==> src/rtl/id_exe_stage_reg.sv <==
// ID/EX pipeline register with freeze (stall) and flush (bubble) control.
// Define FORWARDING_EN to build the src1/src2 registers; otherwise src1_out/src2_out read 4'h0.
module id_exe_stage_reg (
    input  logic        clk,
    input  logic        rst_n,
    input  logic        freeze,
    input  logic        flush,
    input  logic        valid_in,
    input  logic [31:0] pc_in,
    input  logic [31:0] val_rn_in,
    input  logic [31:0] val_rm_in,
    input  logic        imm_in,
    input  logic [11:0] shift_operand_in,
    input  logic [23:0] signed_imm_24_in,
    input  logic [3:0]  dest_in,
    input  logic [3:0]  exe_cmd_in,
    input  logic [3:0]  status_in,
    input  logic [3:0]  src1_in,
    input  logic [3:0]  src2_in,
    input  logic        wb_en_in,
    input  logic        mem_r_en_in,
    input  logic        mem_w_en_in,
    input  logic        b_in,
    input  logic        s_in,
    output logic        valid_out,
    output logic [31:0] pc_out,
    output logic [31:0] val_rn_out,
    output logic [31:0] val_rm_out,
    output logic        imm_out,
    output logic [11:0] shift_operand_out,
    output logic [23:0] signed_imm_24_out,
    output logic [3:0]  dest_out,
    output logic [3:0]  exe_cmd_out,
    output logic [3:0]  status_out,
    output logic [3:0]  src1_out,
    output logic [3:0]  src2_out,
    output logic        wb_en_out,
    output logic        mem_r_en_out,
    output logic        mem_w_en_out,
    output logic        b_out,
    output logic        s_out,
    output logic        is_ldr_or_str_out
);

    typedef struct packed {
        logic        valid;
        logic [31:0] pc;
        logic [31:0] val_rn;
        logic [31:0] val_rm;
        logic        imm;
        logic [11:0] shift_operand;
        logic [23:0] signed_imm_24;
        logic [3:0]  dest;
        logic [3:0]  exe_cmd;
        logic [3:0]  status;
        logic        wb_en;
        logic        mem_r_en;
        logic        mem_w_en;
        logic        b;
        logic        s;
        logic        is_ldr_or_str;
    } stage_t;

    stage_t r_stage;
    stage_t w_load;

    // Side-effecting control bits are gated so a non-valid slot is always harmless.
    always_comb begin
        w_load               = '0;
        w_load.valid         = valid_in;
        w_load.pc            = pc_in;
        w_load.val_rn        = val_rn_in;
        w_load.val_rm        = val_rm_in;
        w_load.imm           = imm_in;
        w_load.shift_operand = shift_operand_in;
        w_load.signed_imm_24 = signed_imm_24_in;
        w_load.dest          = dest_in;
        w_load.exe_cmd       = exe_cmd_in;
        w_load.status        = status_in;
        w_load.wb_en         = wb_en_in    & valid_in;
        w_load.mem_r_en      = mem_r_en_in & valid_in;
        w_load.mem_w_en      = mem_w_en_in & valid_in;
        w_load.b             = b_in        & valid_in;
        w_load.s             = s_in        & valid_in;
        w_load.is_ldr_or_str = (mem_r_en_in | mem_w_en_in) & valid_in;
    end

    // NOTE: state is updated with non-blocking assignments so every register samples pre-edge values.
    always_ff @(posedge clk or negedge rst_n) begin
        if (!rst_n) begin
            r_stage <= '0;
        end else if (flush) begin
            r_stage <= '0;
        end else if (!freeze) begin
            r_stage <= w_load;
        end
    end

`ifdef FORWARDING_EN
    logic [3:0] r_src1;
    logic [3:0] r_src2;

    always_ff @(posedge clk or negedge rst_n) begin
        if (!rst_n) begin
            r_src1 <= '0;
            r_src2 <= '0;
        end else if (flush) begin
            r_src1 <= '0;
            r_src2 <= '0;
        end else if (!freeze) begin
            r_src1 <= src1_in;
            r_src2 <= src2_in;
        end
    end

    assign src1_out = r_src1;
    assign src2_out = r_src2;
`else
    logic w_unused_src;
    assign w_unused_src = ^{src1_in, src2_in};
    assign src1_out     = 4'h0;
    assign src2_out     = 4'h0;
`endif

    assign valid_out         = r_stage.valid;
    assign pc_out            = r_stage.pc;
    assign val_rn_out        = r_stage.val_rn;
    assign val_rm_out        = r_stage.val_rm;
    assign imm_out           = r_stage.imm;
    assign shift_operand_out = r_stage.shift_operand;
    assign signed_imm_24_out = r_stage.signed_imm_24;
    assign dest_out          = r_stage.dest;
    assign exe_cmd_out       = r_stage.exe_cmd;
    assign status_out        = r_stage.status;
    assign wb_en_out         = r_stage.wb_en;
    assign mem_r_en_out      = r_stage.mem_r_en;
    assign mem_w_en_out      = r_stage.mem_w_en;
    assign b_out             = r_stage.b;
    assign s_out             = r_stage.s;
    assign is_ldr_or_str_out = r_stage.is_ldr_or_str;

endmodule

==> config.mk <==
export PLATFORM = sky130hd
export DESIGN_NAME = id_exe_stage_reg
export DESIGN_NICKNAME = d
export VERILOG_FILES = /design/src/rtl/id_exe_stage_reg.sv
export SDC_FILE = /design/constraint.sdc
export NUM_CORES = 1
export LEC_CHECK = 0
export BUFFER_PORTS_ARGS = -buffer_cell sky130_fd_sc_hd__buf_2
export CAP_MARGIN = 0
export CORE_AREA = 2 2 125 127
export CTS_BUF_LIST = sky130_fd_sc_hd__clkbuf_4 sky130_fd_sc_hd__clkbuf_8
export DETAILED_ROUTE_END_ITERATION = 10
export DIE_AREA = 0 0 127 129
export HOLD_SLACK_MARGIN = 0.05
export PLACE_DENSITY = 0.82
export SYNTH_ARGS = -nofsm -noshare
export SYNTH_HDL_FRONTEND = slang
export SYNTH_SLANG_ARGS = --single-unit
==> constraint.sdc <==
create_clock -name clk -period 0.8 [get_ports clk]
set_input_delay 0.16 -clock clk [delete_from_list [all_inputs] [get_ports clk]]
set_output_delay 0.16 -clock clk [all_outputs]
set_load 0.005 [all_outputs]
======== Yosys cells after proc, flatten, opt, wreduce, memory -nomap -nowiden ========
Index checks and enable logic that the tools add are counted.
cells by class
  bitwise logic cells ..................... 7
  equal/unequal tests ..................... 1
  muxes and demuxes ....................... 2
operators with widths
  operator                                       count
  two-way mux 152 bit                            2
  bitwise AND 1 bit                              6
  != test 2 x 1 -> 1 bit, second input constant  1
  bitwise OR 1 bit                               1
storage, ports and cells
  flip-flop bits (word level) ............. 152
  word-level logic and storage cells ...... 26
  bits of input ports ..................... 163
  output and inout bits ................... 160

======== Depth between registers and ports, before layout ========
  word-level depth ........................ 4
  depth in mapped cells ................... 5
  mapped depth without buffers ............ 3

======== Worst setup path before layout ========
Ideal clock, no wire load.
  path type ............................... in2reg
  from .................................... in freeze
  to ...................................... reg r_stage (netlist bit dest_out[0])
  arrival time ............................ 804 ps
  slack ................................... -136 ps
  buffers on the path ..................... 3
  stages on the path ...................... 5
  cell sequence ........................... buf_4 -> buf_12 -> buf_12 -> mux2i_1 -> nor2_1
on the way
  longest elaborated chain between the ends .. 1
RTL lines
  what                                     RTL line  source
  start: declaration                       6         input logic freeze,
  != test 2 x 1 -> 1 bit (no source line)  -
  end signal: assignment                   95        r_stage <= w_load;
  end: declaration                         64        stage_t r_stage;
Every way passes these cells.
A chain may end at the register's enable or synchronous reset.

======== Worst setup path in the final report ========
  from .................................... reg r_stage (netlist bit pc_out[7])
  to ...................................... out pc_out[7]
RTL lines
  what              RTL line  source
  end: declaration  26        output logic [31:0] pc_out,
No word-level cell between the ends.

==> key figures <==
Critical path
  – Max FO, Critical Path: 2
  – Worst reg2reg startpoint: val_rm_out[4]
  – Worst R2R Path Depth: 4
  – Bufs and invs on worst path: 1
  – Reg-to-reg slack, setup: -0.13 ns
  – CP top delay family: flip-flops
  – Arrival time at the worst endpoint: 1.00 ns
  – Worst setup path start: pc_out[7]
  – Crit. End Element: primary output
  – Setup CP Type: reg2out
  – Max incr delay on CP: 0.42 ns
  – Critical Path RT: 0.64 ns
  – Crit path launch type: flop
  – Slowest cell on the critical path: dfrtp_1
  – End of the worst register-to-register path: val_rm_out[4]
  – Critical path, cell by cell: buf_2

Detailed routing
  – DRC Markers: 0
  – Drt initial violations: 315
  – DR vias: 6255
  – WL/cell: 17.5 um
  – Drt total wl: 22400 um
  – First-pass DRT Iterations: 4
  – Vias/cell: 4.91
  – Post-route ant nets: 0

Synth
  – Post-synth top flop: dfrtp_1
  – Post-synthesis async set-or-reset flop share: 1.00
  – Count leader, synth: dfrtp_1
  – Synth top cells by count: dfrtp_1, nor2_1, mux2i_1
  – Mapped Cells: 507
  – Mapped cell area: 6340 um2
  – Post-synthesis sequential area ratio: 0.600
  – FF+latch count, synth: 152
  – Area contributors post-synth: dfrtp_1, mux2i_1, nor2_1
  – Area leader, netlist: dfrtp_1
  – Avg Cell Area, Syn: 12.5 um2
  – Synth warnings: 0
  – Top-area cell type share of the netlist area: 0.600
  – Number of flops mapped to enable cells by yosys: 0
  – Unique cell type count in the Yosys netlist: 15

Pwr
  – Power Density: 1660 nW/um2
  – Maximum vdd drop: 0.00113 V
  – Leak: 6.11 nW
  – Total power: 18.0 mW

Timing
  – Maximum clock frequency: 866 MHz
  – RSZ-0062 raised after global routing: yes
  – Clock skew: 0 ns
  – Fraction of the cycle the final worst path needs: 1.44
  – Setup violations, final: 234
  – Fin worst setup slack: -0.355 ns
  – Min cycle time layout: 1.16 ns
  – Final hold vios: 0
  – Slew Viols, Final: 0

CTS
  – Clock Pin Slew Worst Setup and Hold Paths: 0.08 ns
  – Sink Count: 152
  – Root buf cell: clkbuf_8
  – Num CTS Buffers: 17
  – Clock Latency Late Sink: 0.42 ns
  – CTS tree: done
  – H-tree level count: 4
  – CTS Buffer Depth: 2

Final layout
  – Final #Nets: 1235
  – Register Area: 3800 um2
  – Non-Filler Instances: 1275
  – Area occupied by multi-input gates: 2170 um2
  – Layout fillers: 929
  – Final Cell Area: 10900 um2
  – Synthesis-to-finish area growth: 71.3%
  – Share of layout cells above drive strength 1: 0.434

Placement
  – Inst Count DP: 995
  – GPL Wtd Cong: 0.811
  – PortBufs: 306
  – Detail Placement HPWL: 11300 um
  – Placement Cell Area: 8100 um2

Floorplan
  – Top-Level Pins: 323
  – Die area: 16400 um2
  – # rows: 45
  – Total core area: 15000 um2
  – Initial Util: 0.423
  – Die width: 127 um
  – Die height: 129 um

Global route
  – First-pass GRT wire length: 31700 um
  – Grt total ovfl: 0
  – Vias in the first global route: 6440
  – Global Route Usage Sum: 0.247
  – Initial antenna violation count: 1
  – Largest net degree at the start of global routing: 73

Min path
  – Worst hold path startpoint: flush
  – Hold path cells: 3
  – Worst hold endpoint: shift_operand_out[1]
  – Worst hold path type: in2reg

Flow run
  – Max-cap viol count: 0

Run status
  – Status: finished with violations
  – Failing checks: setup timing
per-stage QoR:
step           setup WS (ns)   util  TNS [ns]  hold WS [ns]
6_report              -0.355  0.725    -51.32        0.0902
4_1_cts               -0.374  0.688    -51.64        0.0566
3_5_place_dp          -0.258  0.541    -28.78        0.0135
3_3_place_gp          -0.208  0.541    -26.43        0.0143
2_1_floorplan        -0.0975      -    -11.31        -0.136
5_1_grt               -0.420  0.725    -64.48        0.0518
power by group:
part,switching (mW),internal [mW]
sequential,0.266,8.10
combinational,1.48,2.02
clock,2.92,3.19
flip-flops by register name, indices dropped and copies added, names as in the netlist, 4 cells and up:
signal / flops
exe_cmd_out: 4
val_rm_out: 32
status_out: 4
val_rn_out: 32
shift_operand_out: 12
pc_out: 32
dest_out: 4
signed_imm_24_out: 24
kinds of logic after synthesis:
group,Yosys count,synth area share
other,1,0.000591
AOI/OAI and AO/OA,8,0.00631
buffers and inverters,43,0.0673
and+or+nand+nor,158,0.0969
muxes,145,0.229
DFF,152,0.600
worst max path at each step:
stage                      to  cells past startpoint
6_report            pc_out[7]                      1
2_1_floorplan     dest_out[0]                      5
4_1_cts           dest_out[3]                      1
3_5_place_dp   val_rm_out[26]                      4
3_3_place_gp   val_rm_out[28]                      4
5_1_grt             pc_out[7]                      1
cells in the final DEF (no fill, tap or decap), drive strengths merged:
cell / count
inv: 1
bufinv: 3
nor2: 146
buf: 429
dfrtp: 152
nand2: 6
diode: 2
conb: 8
nand3b: 5
dlygate4sd3: 152
a21oi: 7
clkinv: 6
o21ai: 1
nor2b: 1
mux2i: 145
clkbuf: 21
clkinvlp: 2
cell type report:
cell class / count / area share
repair buffers: 582 / 0.390
clock inverters: 12 / 0.0139
well taps: 188 / 0.0217
clock buffers: 20 / 0.0236
multi-input cells: 319 / 0.200
flip-flops and latches: 152 / 0.350
diodes: 2 / 0.000461
layer usage:
layer / up-vias / track usage / part of all wire
li1: 2794 / - / -
met1: 3080 / 0.265 / 0.36
met2: 305 / 0.451 / 0.53
met3: 76 / 0.0686 / 0.070
met4: 0 / 0.121 / 0.040
met5: - / 0 / 0
what timing repair did:
| action | CTS | global route |
|---|---|---|
| buffers inserted | 36 | 74 |
| pin swaps | 0 | 25 |
| endpoints found under the setup margin | 152 | 193 |
| gates resized for setup | 0 | 32 |
| hold buffers | 152 | 0 |
| cloned | 0 | 0 |
| hold endpoints to repair | 303 | 0 |
(Power assumes the default switching activity.)
